`src/rtl/smart_home_pkg.sv`:
```
// ----------------------------------------------------------------------------
// smart_home_pkg
// Shared types and constants for the smart-home sensor blocks.
//   mv_t       : 13-bit unsigned millivolt word produced by the ADC front end.
//   flags_t    : status flag vector, indexed by FLAG_DARK / FLAG_NOISY / FLAG_HOT.
//   *_MV_DEF   : default hysteresis thresholds in millivolts.
//   hyst_next  : one hysteresis step (set has priority over clear).
// ----------------------------------------------------------------------------
package smart_home_pkg;

    localparam int MV_W      = 13;
    localparam int NUM_FLAGS = 3;

    typedef logic [MV_W-1:0]      mv_t;
    typedef logic [NUM_FLAGS-1:0] flags_t;

    localparam int FLAG_DARK  = 0;
    localparam int FLAG_NOISY = 1;
    localparam int FLAG_HOT   = 2;

    localparam mv_t LIGHT_DARK_MV_DEF   = 13'd800;
    localparam mv_t LIGHT_BRIGHT_MV_DEF = 13'd1200;
    localparam mv_t SOUND_HI_MV_DEF     = 13'd3000;
    localparam mv_t SOUND_LO_MV_DEF     = 13'd2500;
    localparam mv_t TEMP_HI_MV_DEF      = 13'd1500;
    localparam mv_t TEMP_LO_MV_DEF      = 13'd1400;
    localparam int  SOUND_HOLD_DEF      = 3;

    // Between the two thresholds the flag keeps its previous value.
    function automatic logic hyst_next(input logic cur, input logic set_c, input logic clr_c);
        if (set_c) begin
            return 1'b1;
        end
        if (clr_c) begin
            return 1'b0;
        end
        return cur;
    endfunction

endpackage

```
`src/rtl/sensor_event_ctrl_if.sv`:
```
// ----------------------------------------------------------------------------
// sensor_event_ctrl_if
// Valid/ready event port towards the home controller.
//   event_valid : an event is pending.
//   event_mask  : flag bits that toggled since the last accepted event.
//   event_flags : flag snapshot taken at the most recent merge.
//   event_ready : consumer accepts the pending event when high with event_valid.
// Modports: master = event producer (sensor_event_ctrl), slave = consumer.
// ----------------------------------------------------------------------------
interface sensor_event_ctrl_if;
    import smart_home_pkg::*;

    logic   event_valid;
    flags_t event_mask;
    flags_t event_flags;
    logic   event_ready;

    modport master (
        output event_valid,
        output event_mask,
        output event_flags,
        input  event_ready
    );

    modport slave (
        input  event_valid,
        input  event_mask,
        input  event_flags,
        output event_ready
    );

endinterface

```
`src/rtl/chan_avg.sv`:
```
// ----------------------------------------------------------------------------
// chan_avg
// Block averager for one sensor channel: accumulates one sample per tick and
// publishes the truncated mean of every 2^AVG_LOG2 samples.
//   clk, reset_n : clock, asynchronous active-low reset.
//   tick         : sample strobe.
//   sample       : channel input in mV.
//   avg          : latest block average, updated one cycle after the last tick.
//   done         : one-cycle pulse coincident with a fresh avg.
// ----------------------------------------------------------------------------
module chan_avg
    import smart_home_pkg::*;
#(
    parameter int AVG_LOG2 = 4
) (
    input  logic clk,
    input  logic reset_n,
    input  logic tick,
    input  mv_t  sample,
    output mv_t  avg,
    output logic done
);

    // Wide enough for 2^AVG_LOG2 full-scale samples, so the sum never wraps.
    localparam int ACC_W = MV_W + AVG_LOG2;

    logic [ACC_W-1:0]    acc;
    logic [ACC_W-1:0]    acc_sum;
    logic [AVG_LOG2-1:0] cnt;

    assign acc_sum = acc + ACC_W'(sample);

    // NOTE: state registers use non-blocking assignments so every flop samples
    // the pre-edge values of the others, independent of statement order.
    always_ff @(posedge clk or negedge reset_n) begin
        if (!reset_n) begin
            acc  <= '0;
            cnt  <= '0;
            avg  <= '0;
            done <= 1'b0;
        end else begin
            done <= 1'b0;
            if (tick) begin
                if (cnt == '1) begin
                    // Last sample of the block goes straight into the result,
                    // and the accumulator restarts empty for the next block.
                    avg  <= acc_sum[ACC_W-1:AVG_LOG2];
                    acc  <= '0;
                    cnt  <= '0;
                    done <= 1'b1;
                end else begin
                    acc <= acc_sum;
                    cnt <= cnt + AVG_LOG2'(1);
                end
            end
        end
    end

endmodule

```
`src/rtl/sensor_event_ctrl.sv`:
```
// ----------------------------------------------------------------------------
// sensor_event_ctrl
// Samples the light/sound/temperature voltage words on a programmable tick,
// block-averages each channel, derives the dark/noisy/hot status flags with
// hysteresis and reports every flag change on a valid/ready event port.
//   clk, reset_n                 : clock, asynchronous active-low reset.
//   volLight, volSound, volTemp  : upstream voltage words (mV).
//   avg_light, avg_sound, avg_temp : latest block averages.
//   avg_valid                    : one-cycle pulse when the averages update.
//   flags                        : [FLAG_DARK], [FLAG_NOISY], [FLAG_HOT].
//   evt                          : event port (master side).
// All outputs come straight from flops; event_ready only acts at the clock.
// ----------------------------------------------------------------------------
module sensor_event_ctrl
    import smart_home_pkg::*;
#(
    parameter int  TICK_DIV        = 50000,
    parameter int  AVG_LOG2        = 4,
    parameter mv_t LIGHT_DARK_MV   = LIGHT_DARK_MV_DEF,
    parameter mv_t LIGHT_BRIGHT_MV = LIGHT_BRIGHT_MV_DEF,
    parameter mv_t SOUND_HI_MV     = SOUND_HI_MV_DEF,
    parameter mv_t SOUND_LO_MV     = SOUND_LO_MV_DEF,
    parameter int  SOUND_HOLD      = SOUND_HOLD_DEF,
    parameter mv_t TEMP_HI_MV      = TEMP_HI_MV_DEF,
    parameter mv_t TEMP_LO_MV      = TEMP_LO_MV_DEF
) (
    input  logic   clk,
    input  logic   reset_n,
    input  mv_t    volLight,
    input  mv_t    volSound,
    input  mv_t    volTemp,
    output mv_t    avg_light,
    output mv_t    avg_sound,
    output mv_t    avg_temp,
    output logic   avg_valid,
    output flags_t flags,
    sensor_event_ctrl_if.master evt
);

    localparam int             TICK_W    = $clog2(TICK_DIV);
    localparam logic [TICK_W-1:0] TICK_LAST = TICK_W'(TICK_DIV - 1);
    localparam logic [3:0]     HOLD_MAX  = 4'(SOUND_HOLD);

    // ------------------------------------------------------------------
    // Sample tick
    // ------------------------------------------------------------------
    logic [TICK_W-1:0] tick_cnt;
    logic              tick;

    assign tick = (tick_cnt == TICK_LAST);

    always_ff @(posedge clk or negedge reset_n) begin
        if (!reset_n) begin
            tick_cnt <= '0;
        end else if (tick) begin
            tick_cnt <= '0;
        end else begin
            tick_cnt <= tick_cnt + TICK_W'(1);
        end
    end

    // ------------------------------------------------------------------
    // Per-channel averaging
    // ------------------------------------------------------------------
    logic [2:0] chan_done;

    chan_avg #(.AVG_LOG2(AVG_LOG2)) u_avg_light (
        .clk     (clk),
        .reset_n (reset_n),
        .tick    (tick),
        .sample  (volLight),
        .avg     (avg_light),
        .done    (chan_done[0])
    );

    chan_avg #(.AVG_LOG2(AVG_LOG2)) u_avg_sound (
        .clk     (clk),
        .reset_n (reset_n),
        .tick    (tick),
        .sample  (volSound),
        .avg     (avg_sound),
        .done    (chan_done[1])
    );

    chan_avg #(.AVG_LOG2(AVG_LOG2)) u_avg_temp (
        .clk     (clk),
        .reset_n (reset_n),
        .tick    (tick),
        .sample  (volTemp),
        .avg     (avg_temp),
        .done    (chan_done[2])
    );

    // The three channels share tick and reset, so their done pulses coincide.
    assign avg_valid = &chan_done;

    // ------------------------------------------------------------------
    // Hysteresis: candidate next flags from the current averages.
    // Only committed in the avg_valid cycle, so they land one cycle later.
    // ------------------------------------------------------------------
    logic [3:0] hold_cnt;
    logic [3:0] hold_nxt;
    flags_t     flags_nxt;

    always_comb begin
        // NOTE: every signal assigned in this block gets a default first, so
        // no path leaves it unassigned and no latch can be inferred.
        flags_nxt = flags;
        hold_nxt  = '0;

        flags_nxt[FLAG_DARK] = hyst_next(flags[FLAG_DARK],
                                         avg_light < LIGHT_DARK_MV,
                                         avg_light > LIGHT_BRIGHT_MV);

        flags_nxt[FLAG_HOT]  = hyst_next(flags[FLAG_HOT],
                                         avg_temp > TEMP_HI_MV,
                                         avg_temp < TEMP_LO_MV);

        // Loud averages must run consecutively; any quieter one restarts the count.
        if (avg_sound > SOUND_HI_MV) begin
            hold_nxt = (hold_cnt == HOLD_MAX) ? HOLD_MAX : hold_cnt + 4'd1;
        end

        flags_nxt[FLAG_NOISY] = hyst_next(flags[FLAG_NOISY],
                                          hold_nxt == HOLD_MAX,
                                          avg_sound < SOUND_LO_MV);
    end

    always_ff @(posedge clk or negedge reset_n) begin
        if (!reset_n) begin
            flags    <= '0;
            hold_cnt <= '0;
        end else if (avg_valid) begin
            flags    <= flags_nxt;
            hold_cnt <= hold_nxt;
        end
    end

    // ------------------------------------------------------------------
    // Event register
    // ------------------------------------------------------------------
    logic   ev_valid_q;
    flags_t ev_mask_q;
    flags_t ev_flags_q;
    logic   accept;
    flags_t change;

    assign accept = ev_valid_q & evt.event_ready;
    assign change = avg_valid ? (flags_nxt ^ flags) : '0;

    always_ff @(posedge clk or negedge reset_n) begin
        if (!reset_n) begin
            ev_valid_q <= 1'b0;
            ev_mask_q  <= '0;
            ev_flags_q <= '0;
        end else begin
            // Clearing on accept before merging keeps a same-cycle change alive.
            ev_mask_q <= (accept ? '0 : ev_mask_q) | change;
            if (change != '0) begin
                ev_valid_q <= 1'b1;
                ev_flags_q <= flags_nxt;
            end else if (accept) begin
                ev_valid_q <= 1'b0;
            end
        end
    end

    assign evt.event_valid = ev_valid_q;
    assign evt.event_mask  = ev_mask_q;
    assign evt.event_flags = ev_flags_q;

endmodule

```
`src/flat_wrapper.sv`:
```
// flat-port wrapper written by rule: the top's interface ports become plain ports
module sensor_event_ctrl_flat import smart_home_pkg::*;
#(
    parameter int  TICK_DIV        = 50000,
    parameter int  AVG_LOG2        = 4,
    parameter mv_t LIGHT_DARK_MV   = LIGHT_DARK_MV_DEF,
    parameter mv_t LIGHT_BRIGHT_MV = LIGHT_BRIGHT_MV_DEF,
    parameter mv_t SOUND_HI_MV     = SOUND_HI_MV_DEF,
    parameter mv_t SOUND_LO_MV     = SOUND_LO_MV_DEF,
    parameter int  SOUND_HOLD      = SOUND_HOLD_DEF,
    parameter mv_t TEMP_HI_MV      = TEMP_HI_MV_DEF,
    parameter mv_t TEMP_LO_MV      = TEMP_LO_MV_DEF
)
  (clk, reset_n, volLight, volSound, volTemp, avg_light, avg_sound, avg_temp, avg_valid, flags, evt_event_valid, evt_event_mask, evt_event_flags, evt_event_ready);
  sensor_event_ctrl_if evt_i ();
  input  logic clk;
  input  logic reset_n;
  input  mv_t volLight;
  input  mv_t volSound;
  input  mv_t volTemp;
  output mv_t avg_light;
  output mv_t avg_sound;
  output mv_t avg_temp;
  output logic avg_valid;
  output flags_t flags;
  output wire logic [$bits(evt_i.event_valid)-1:0] evt_event_valid;
  output wire logic [$bits(evt_i.event_mask)-1:0] evt_event_mask;
  output wire logic [$bits(evt_i.event_flags)-1:0] evt_event_flags;
  input wire logic [$bits(evt_i.event_ready)-1:0] evt_event_ready;
  assign evt_event_valid = evt_i.event_valid;
  assign evt_event_mask = evt_i.event_mask;
  assign evt_event_flags = evt_i.event_flags;
  assign evt_i.event_ready = evt_event_ready;
  sensor_event_ctrl #(.TICK_DIV(TICK_DIV), .AVG_LOG2(AVG_LOG2), .LIGHT_DARK_MV(LIGHT_DARK_MV), .LIGHT_BRIGHT_MV(LIGHT_BRIGHT_MV), .SOUND_HI_MV(SOUND_HI_MV), .SOUND_LO_MV(SOUND_LO_MV), .SOUND_HOLD(SOUND_HOLD), .TEMP_HI_MV(TEMP_HI_MV), .TEMP_LO_MV(TEMP_LO_MV)) u_core (.clk(clk), .reset_n(reset_n), .volLight(volLight), .volSound(volSound), .volTemp(volTemp), .avg_light(avg_light), .avg_sound(avg_sound), .avg_temp(avg_temp), .avg_valid(avg_valid), .flags(flags), .evt(evt_i));
endmodule
```
`config.mk`:
```
export PLATFORM = sky130hd
export DESIGN_NAME = sensor_event_ctrl_flat
export DESIGN_NICKNAME = d
export VERILOG_FILES = /design/src/rtl/smart_home_pkg.sv /design/src/rtl/sensor_event_ctrl_if.sv /design/src/rtl/chan_avg.sv /design/src/rtl/sensor_event_ctrl.sv /design/src/flat_wrapper.sv
export SDC_FILE = /design/constraint.sdc
export NUM_CORES = 1
export LEC_CHECK = 0
export BUFFER_PORTS_ARGS = -buffer_cell sky130_fd_sc_hd__buf_2
export CAP_MARGIN = 20
export CORE_ASPECT_RATIO = 0.75
export CORE_UTILIZATION = 60
export DETAILED_ROUTE_END_ITERATION = 10
export PLACE_DENSITY = 0.82
export REMOVE_ABC_BUFFERS = 1
export SYNTH_ARGS = -nofsm -noshare
export SYNTH_HDL_FRONTEND = slang
export SYNTH_SLANG_ARGS = --single-unit
```
`constraint.sdc`:
```
create_clock -name clk -period 6.1 [get_ports clk]
set_clock_uncertainty 0.15 [all_clocks]
set_input_delay 0.305 -clock clk [delete_from_list [all_inputs] [get_ports clk]]
set_output_delay 0.305 -clock clk [all_outputs]
set_load 0.05 [all_outputs]
```
-- After elaboration in Yosys (flattened, before gate mapping)
Cells that the tools add are included.
- add/subtract/negate cells: 8
- muxes and demuxes: 40
- equal/unequal tests: 6
- $lt $le $gt $ge: 6
- bitwise gates (word level): 3
- reduce and logical (&&, ||, !) cells: 6
- operators with widths (cell ; count):
    17-bit by 13-bit adder with 17-bit output ; 3
    17-bit two-way mux ; 3
    1-bit two-way mux ; 29
    13-bit by 11-bit greater-than comparator with 1-bit output (second input constant) ; 2
    4-bit two-way mux ; 5
    16-bit by 1-bit adder with 16-bit output (second input constant) ; 1
    4-bit by 1-bit adder with 4-bit output (second input constant) ; 4
    16-bit equality test (second input constant) ; 1
    16-bit two-way mux ; 1
    13-bit by 12-bit greater-than comparator with 1-bit output (second input constant) ; 1
    13-bit by 10-bit < comparator with 1-bit output (second input constant) ; 1
    13-bit by 11-bit < comparator with 1-bit output (second input constant) ; 1
    13-bit by 12-bit < comparator with 1-bit output (second input constant) ; 1
    4-bit equality test (second input constant) ; 3
    4-bit by 2-bit equality test with 1-bit output (second input constant) ; 2
    3-bit two-way mux ; 2
    2-bit AND reduction ; 3
    3-bit bitwise OR ; 1
    3-bit AND reduction ; 1
    3-bit nonzero test ; 1
    3-bit XOR ; 1
    2-bit nonzero test ; 1
    1-bit bitwise AND ; 1
- bits in registers: 135
- input bits: 42
- output and inout bits: 50
- logic and storage cells: 87

-- Logic depth before layout (Yosys ltp)
Gate-level depths: netlist of run 1.
- word-level depth: 12
- depth in mapped cells: 9
- mapped depth without buffers: 8

-- Cells and area by module
Synthesis of run 1 repeated with hierarchy kept, for this count alone.
- cells, all modules: 769
- area total of the unflattened synthesis: 7644.8 µm²
- modules (own cells, without submodules) (module ; seq. area each (µm²) ; area an instance (µm²) ; instances ; cells an instance):
    chan_avg at u_core.u_avg_light ... ; 875.8 ; 1975.6 ; 2 ; 195
    chan_avg at u_core.u_avg_sound ; 875.8 ; 1979.4 ; 1 ; 195
    sensor_event_ctrl ; 750.7 ; 1714.1 ; 1 ; 184

-- Worst setup path before layout of run 1
No wires, ideal clock.
- kind: flip-flop to flip-flop
- from: register u_core.u_avg_light.acc[0]
- to: register u_core.u_avg_light.avg[8]
- data required time: 5.825 ns
- period minus slack after synthesis: 2.723 ns
- cell stages (with the launch flop): 9
- path slack: 3.377 ns
- setup time: 0.125 ns
- arrival: 2.448 ns
- path buffers: 0
- cells stage by stage: dfrtp_1 -> ha_1 -> fa_1 -> a211o_1 -> a211oi_1 -> nor3_1 -> or3_1 -> xor2_1 -> mux2_2
- word-level cells in the longest chain between the ends: 1
- ends and longest elaborated chain (element ; RTL line ; text):
    start: declaration ; chan_avg.sv:27 ; logic [ACC_W-1:0] acc;
    start signal: assignment ; chan_avg.sv:52 ; acc <= acc_sum;
    17-bit by 13-bit adder with 17-bit output ; chan_avg.sv:31 ; assign acc_sum = acc + ACC_W'(sample);
    end signal: assignment ; chan_avg.sv:47 ; avg <= acc_sum[ACC_W-1:AVG_LOG2];
    end: declaration ; chan_avg.sv:20 ; output mv_t avg,
Every way passes these cells.
A chain may end at the register's enable or synchronous reset.

-- Final worst setup path of run 1
Ends and elaborated chain as after synthesis.

==> results of run 1 <==
-- power breakdown --
| part | switching [uW] | internal, uW |
|---|---|---|
| logic | 89.5 | 53.8 |
| registers | 0.0000000000000277 | 896 |
| clock network | 377 | 703 |
| total | 466 | 1650 |
-- cell type report --
class / instances / area, um2
multi-input cells: 628 / 4103
fillers: 916 / 3468
flip-flops and latches: 135 / 3378
clock buffers: 23 / 508.0
repair buffers: 96 / 500.5
well taps: 166 / 207.7
clock inverters: 7 / 116.4
inverters: 18 / 67.56
-- logic make-up (layout without fill, tap and decap cells) --
family                   Yosys count  after routing
multiplexers                      16             16
AO/OA/AOI/OAI                    240            240
adder cells (fa/ha/maj)           47             47
flip-flops                       135            135
XOR/XNOR                          49             49
buffers and inverters             42            144
AND/OR/NAND/NOR                  276            276
-- how the worst max path moves through the flow --
stage	endpoint	slack [ps]	from	depth (start not counted)
final	u_core.u_avg_light.avg[8]$_DFFE_PN0P_	3090	u_core.u_avg_light.acc[0]$_DFFE_PN0N_	8
after global routing	u_core.u_avg_light.avg[8]$_DFFE_PN0P_	2990	u_core.u_avg_light.acc[0]$_DFFE_PN0N_	8
after CTS	u_core.u_avg_light.avg[8]$_DFFE_PN0P_	3120	u_core.u_avg_light.acc[0]$_DFFE_PN0N_	8
after detailed placement	u_core.u_avg_light.avg[8]$_DFFE_PN0P_	3090	volLight[0]	9
after global placement	u_core.u_avg_light.avg[8]$_DFFE_PN0P_	3150	volLight[0]	9
after floorplan	u_core.u_avg_sound.acc[16]$_DFFE_PN0N_	2710	u_core.tick_cnt[7]$_DFF_PN0_	5
-- worst max-delay path: stages (launching register included) --
cell	delay, ps
dfrtp_1	380
ha_1	220
fa_1	450
a211o_1	310
a211oi_1	410
nor3_1	180
or3_1	380
xor2_1	160
mux2_2	260
-- through the flow --
step	util	hold WS, ps	power, uW	std cells
after floorplan	-	-140.6	996.8	781
after global placement	0.6670	303.7	1046	1041
after detailed placement	0.6670	313.7	1052	1041
after CTS	0.7191	95.70	2126	1073
after global routing	0.7191	111.1	2187	1073
final	0.7191	99.16	2119	1073
-- timing repair --
action	4_1_cts	5_1_grt
endpoints found under the setup margin	0	0
hold buffers	2	0
endpoints found under the hold margin	71	0
-- placed cells by master, fill, tap and decap left out, drive strengths merged, types with 4 or more instances in the layout --
cell type	n
dfrtp	135
nand2	128
buf	94
o21ai	81
nor2	50
ha	44
a21oi	34
xnor2	29
nand3	26
a22o	23
clkbuf	23
xor2	20
inv	18
a211oi	15
mux2	15
a21o	14
and3	12
nor3	12
o31ai	11
nand4	10
o21a	10
a31oi	8
or3	7
and2	6
o211ai	6
o21bai	6
nor4	4
or2	4
or4	4
-- registers in the layout, summed over array words and instances (netlist names) --
| register | flops |
|---|---|
| u_core.u_avg_light.avg | 13 |
| u_core.evt.event_valid | 1 |
| u_core.flags | 3 |
| u_core.hold_cnt | 4 |
| u_core.u_avg_temp.done | 1 |
| u_core.u_avg_temp.cnt | 4 |
| u_core.u_avg_light.done | 1 |
| u_core.evt.event_flags | 3 |
| u_core.evt.event_mask | 3 |
| u_core.u_avg_light.acc | 17 |
| u_core.tick_cnt | 16 |
| u_core.u_avg_sound.cnt | 4 |
| u_core.u_avg_sound.avg | 13 |
| u_core.u_avg_sound.done | 1 |
| u_core.u_avg_temp.avg | 13 |
| u_core.u_avg_light.cnt | 4 |
| u_core.u_avg_temp.acc | 17 |
| u_core.u_avg_sound.acc | 17 |
-- routing by layer --
layer / global-route usage / routed length, um / up-vias
met5: 0 / 0 / -
met4: 0.09637 / 299 / 0
met3: 0.05352 / 982 / 29
met2: 0.4949 / 9019 / 226
met1: 0.4047 / 8532 / 3242
li1: - / - / 3139
==> impl_results.md, run 1 <==
* GPL Wtd Cong at just over 0.9
* Share of layout cells above drive strength 1 at 0.1720
* Max VDD drop at approximately 0.00020 V
* Mux share of post-synthesis cell area at 0.02342
* Final hold violation count at 0
* CP Launch Type: flip-flop
* Status: finished clean
* CTS Buf Count at 17
* Remaining Overflow, GRT at 0
* Vias per cell at between 6 and 7
* Worst Reg2Reg Path Length in Cells at 8
* ANT nets after route at 0
* WL final at roughly 19000 um
* TritonCTS clock tree: yes
* Nets at 985
* Post-synthesis cell count at 805
* Max H-tree Level at 4
* DR pass1 iterations at 5
* Initial Utilization at 0.6187
* Count of different cell masters after synthesis at 72
* Ys flop type: dfrtp_1
* Die X at between 100 and 150 um
* Die ar. at ~13000 um2
* DR vias at 6636
* Hold Path End: u_core.u_avg_light.acc[0]$_DFFE_PN0N_
* Port bufs at 91
* Post-synthesis adder-cell area fraction at 0.07991
* Post-CTS Resized at 0
* Max_slew headroom at 0.3814
* Ant diodes at 0
* First-pass GRT wire length at 31440 um
* Post-Syn Area at around 7600 um2
* Most frequent cell after synthesis: dfrtp_1
* Initial DRC Count at about 570
* Critical path class: reg2reg
* I/O Pins at a little over 90
* Worst-path clk slew at 60 ps
* DRC at 0
* Antenna violations before repair at 0
* Clk sinks at approximately 140
* Fmax at between 300 and 400 MHz
* Area added between synthesis and finish at 16.23%
* CP endpoint kind: flip-flop
* Syn avg cell area at 9.492 um2
* Placed Instance Area at slightly above 8000 um2
* Final Max Tran Viols at 0
* Leakage at 0.004212 uW
* Post-Synth XOR/XNOR Area at 0.05617
* Post-synthesis simple-gate area fraction at 0.1660
* Register area share after synthesis at 0.4421
* Worst hold stages at 4
* Core Box Area at between 10000 and 15000 um2
* Worst hold path class: in2reg
* Flops & latches, synth at 135
* Largest cells by area after synthesis: dfrtp_1, ha_1, nand2_1
* PD cells at approximately 240 nW/um2
* Max-Cap Viols at 0
* Commonest cells in the synthesized netlist: dfrtp_1, nand2_1, o21ai_0
* Max clock buf depth at 2
* Largest family of logic cells by synthesized area: compound AO/OA/AOI/OAI gates
* Synth top area share at 0.4421
* TNS Setup at 0 ps
* Gr usage total at 0.2994
* Syn. warnings at 0
* Minimum clock period at 3008 ps
* Wire length per cell at ~18 um
* Largest net degree at the start of global routing at just over 70
* Compound-Gate Fraction of Synth Area at 0.2114
* R2r startpoint: u_core.u_avg_light.acc[0]$_DFFE_PN0N_
* Ys async rst share at 1.000
* Post-synth EDFFs at 0
* DP HPWL at 12940 um
* CP Max Fanout at 3
* Reg2Reg Setup Slack at between 3000 and 4000 ps
* RR Endpoint: u_core.u_avg_light.avg[8]$_DFFE_PN0P_
* Final period util at 0.4931
* Setup violators final at 0
* Clock latency on the worst-skew pair at ~420 ps
* Critical hold path startpoint: volLight[0]
* Design area at around 8900 um2
* Pre-CTS setup slack at between 3000 and 4000 ps
* Final WS setup at 3092 ps
* Die height at 99.73 um
* Setup repair bufs after CTS at 0
* Worst-Margin Slew at slightly above 900 ps
* Root Buffer: clkbuf_16
* Worst EP arrival at about 3200 ps
* Unrepaired setup endpoints after global routing: false
* CP Data Required Time at around 6300 ps
* Row count at 35
* Cell accounting for the most synthesized area: dfrtp_1
* Number of global-route vias before repair at 6462
No activity file was read; power rests on OpenSTA's default activity.
==> inputs of run 2 (changes only) <==
--- a/config.mk
+++ b/config.mk
@@ -8,9 +8,9 @@
 export BUFFER_PORTS_ARGS = -buffer_cell sky130_fd_sc_hd__buf_2
 export CAP_MARGIN = 20
 export CORE_ASPECT_RATIO = 0.75
-export CORE_UTILIZATION = 60
+export CORE_UTILIZATION = 59
 export DETAILED_ROUTE_END_ITERATION = 10
-export PLACE_DENSITY = 0.82
+export PLACE_DENSITY = 0.81
 export REMOVE_ABC_BUFFERS = 1
 export SYNTH_ARGS = -nofsm -noshare
 export SYNTH_HDL_FRONTEND = slang
==> constraint.sdc (replaced) <==
create_clock -name clk -period 3 [get_ports clk]
set_clock_uncertainty 0.15 [all_clocks]
set_input_delay 0.15 -clock clk [delete_from_list [all_inputs] [get_ports clk]]
set_output_delay 0.15 -clock clk [all_outputs]
set_load 0.05 [all_outputs]
==> run 2 against run 1 <==
Non-clock buffer count grew 15; first-iteration DRC count shrank 13%; sequential share of layout area shrank 0.86 points; critical path depth grew 2; total power grew 110%; worst hold slack lost 81 ps; sequential power grew 100%; combinational power grew 110%; routed wire length grew 2.9%; critical path type is now in2reg.
==> impl_results.md, run 2 (synthesized netlist as in run 1, its figures left out) <==
* Setup violators final at 0 (unchanged)
* Max clock buf depth at 2 (unchanged)
* Die X at 133.4 um (was 132.3 um)
* Largest net degree at the start of global routing at 66 (was 72)
* Final hold violation count at 0 (unchanged)
* Number of global-route vias before repair at 6727 (was 6462)
* DR vias at 6733 (was 6636)
* PD cells at 499.6 nW/um2 (was 238.6 nW/um2)
* CTS Buf Count at 17 (unchanged)
* Critical path class: in2reg (was reg2reg)
* Die height at 100.6 um (was 99.73 um)
* Max H-tree Level at 4 (unchanged)
* Gr usage total at 0.3036 (was 0.2994)
* Antenna violations before repair at 0 (unchanged)
* Commonest non-fill, non-tap cell in the layout: dfrtp_1 (unchanged)
* Post-route core utilization at 0.7307 (was 0.7191)
* Critical path's largest stage delay at 530 ps (was 450 ps)
* CP Max Fanout at 3 (unchanged)
* DRC at 0 (unchanged)
* TritonCTS clock tree: yes (unchanged)
* Max-Cap Viols at 0 (unchanged)
* Nets at 1000 (was 985)
* Vias per cell at 6.177 (was 6.185)
* WL final at 19370 um (was 18830 um)
* Leakage at 0.004311 uW (was 0.004212 uW)
* Max VDD drop at 0.0004403 V (was 0.0002031 V)
* CP Launch Type: input port (was flip-flop)
* GR Layer Usage met3 at 0.06385 (was 0.05352)
* Placed Instance Area at 8344 um2 (was 8237 um2)
* Minimum clock period at roughly 2800 ps
* Unrepaired setup endpoints after global routing: false (unchanged)
* Pre-CTS setup slack at 136.3 ps (was 3088 ps)
* Share of layout cells above drive strength 1 at 0.1829 (was 0.1720)
* CP top delay family: adder cells (was compound AO/OA/AOI/OAI gates)
* GPL Wtd Cong at 0.9335 (was 0.9146)
* DR pass1 iterations at 6 (was 5)
* CP Cell Sequence: dlygate4sd3_1 -> buf_2 -> ha_1 -> fa_1 -> a211o_1 -> a211oi_2 -> nor3_1 -> or3_1 -> xor2_1 -> mux2_2 (was ha_1 -> fa_1 -> a211o_1 -> a211oi_1 -> nor3_1 -> or3_1 -> xor2_1 -> mux2_2)
* CP endpoint kind: flip-flop (unchanged)
* Top Registers: u_core.u_avg_light.acc: 17 flops, u_core.u_avg_sound.acc: 17 flops, u_core.u_avg_temp.acc: 17 flops (unchanged)
* Clk sinks at 135 (unchanged)
* Fmax at ~350 MHz
* Final Max Tran Viols at 0 (unchanged)
* Row count at 35 (unchanged)
* Final WS setup at 154.1 ps (was 3092 ps)
* Initial DRC Count at 496 (was 571)
* Worst Path Buf+Inv at 2 (was 0)
* Initial Utilization at 0.6144 (was 0.6187)
* Fill count at 900 (was 916)
* Worst hold path class: in2async (was in2reg)
* Max_slew headroom at 0.5790 (was 0.3814)
* Ant diodes at 0 (unchanged)
* Layer with the highest usage: met2 (unchanged)
* First-pass GRT wire length at 32370 um (was 31440 um)
* Area added between synthesis and finish at 18.93% (was 16.23%)
* Clock latency on the worst-skew pair at 420 ps (about the same)
* Status: finished clean (unchanged)
* Port bufs at 91 (unchanged)
* Remaining Overflow, GRT at 0 (unchanged)
* Worst-Margin Slew at 615.6 ps (was 927.9 ps)
* Die ar. at 13410 um2 (was 13190 um2)
* DP HPWL at 13330 um (was 12940 um)
* Placed insts at 1052 (was 1041)
* Final period util at 0.9486
* ANT nets after route at 0 (unchanged)
* Worst EP arrival at 3000 ps (was 3160 ps)
* Wire length per cell at 17.77 um (was 17.55 um)
* Core Box Area at 12440 um2 (was 12350 um2)
* I/O Pins at 92 (unchanged)
* Fin Hold WS at 18.12 ps (was 99.16 ps)
* Worst-path clk slew at 60 ps (about the same)
* Final Non-Filler Cells at 1090 (was 1073)
* CP Data Required Time at 3150 ps (was 6250 ps)
* Root Buffer: clkbuf_16 (unchanged)
* Met1 Track Usage GR at 0.3967 (was 0.4047)
* Commonest non-fill, non-tap cells in the layout: dfrtp_1, nand2_1, buf_2 (unchanged)
* CP max stage cell: dlygate4sd3_1 (was fa_1)
* Met2 Use GR at 0.5032 (was 0.4949)
* Design area at 9087 um2 (was 8881 um2)
## run 2: cell types whose count changed in the layout (fill, tap and decap cells not counted), sizes merged
cell | before | now
dlygate4sd3 | 2 | 6
clkinv | 3 | 2
inv | 18 | 19
bufinv | 3 | 6
clkinvlp | 1 | 3
clkbuf | 23 | 20
buf | 94 | 105
## run 2: timing repair
item | 4_1_cts | 5_1_grt
setup endpoints to repair | 0 | 1
hold buffers | 6 | 0
resized for setup | 0 | 1
setup buffers | 0 | 0
endpoints found under the hold margin | 143 | 0
## run 2: metal layers
layer  routed length, um  share of wire  vias up
li1                    -              -     3155
met1                8607           0.44     3261
met2                9270           0.48      271
met3                1118          0.058       46
met4                 377          0.019        0
met5                   0              0        -
## run 2: report_power, final
group          internal, uW  leakage [uW]      switching (uW)  total, uW
Clock                  1600      0.000323                 814       2420
Sequential             1820       0.00161  0.0000000000000642       1820
Combinational           118       0.00238                 184        302
Total                  3540       0.00431                 998       4540
## run 2: final timing paths
path,start,cells after the start,slack [ps],to
setup / recovery,volLight[0],10,150,u_core.u_avg_light.avg[8]$_DFFE_PN0P_
setup reg to reg,u_core.u_avg_light.acc[0]$_DFFE_PN0N_,8,170,u_core.u_avg_light.avg[8]$_DFFE_PN0P_
hold reg to reg,u_core.u_avg_light.acc[0]$_DFFE_PN0N_,2,330,u_core.u_avg_light.acc[0]$_DFFE_PN0N_
max in group asynchronous,reset_n,3,1900,u_core.u_avg_light.cnt[2]$_DFFE_PN0N_
min in group clk,volLight[1],4,30,u_core.u_avg_light.acc[1]$_DFFE_PN0N_
hold / removal,reset_n,2,20,u_core.u_avg_temp.avg[4]$_DFFE_PN0P_
## run 2: stage by stage
stage | setup TNS (ps) | total power [uW]
finish | 0 | 4540
global route | 0 | 4664
CTS | 0 | 4547
detailed placement | 0 | 2142
global placement | 0 | 2130
floorplan | -4535 | 2027
## run 2: layout make-up
cell class / count / area (um2) / share of cell area
tap: 166 / 207.7 / 0.02286
clock inverter: 12 / 221.5 / 0.02437
multi-input combinational: 628 / 4108 / 0.4520
sequential: 135 / 3378 / 0.3717
clock buffer: 20 / 456.7 / 0.05025
timing repair buffer: 111 / 648.1 / 0.07132
inverter: 18 / 67.56 / 0.007435
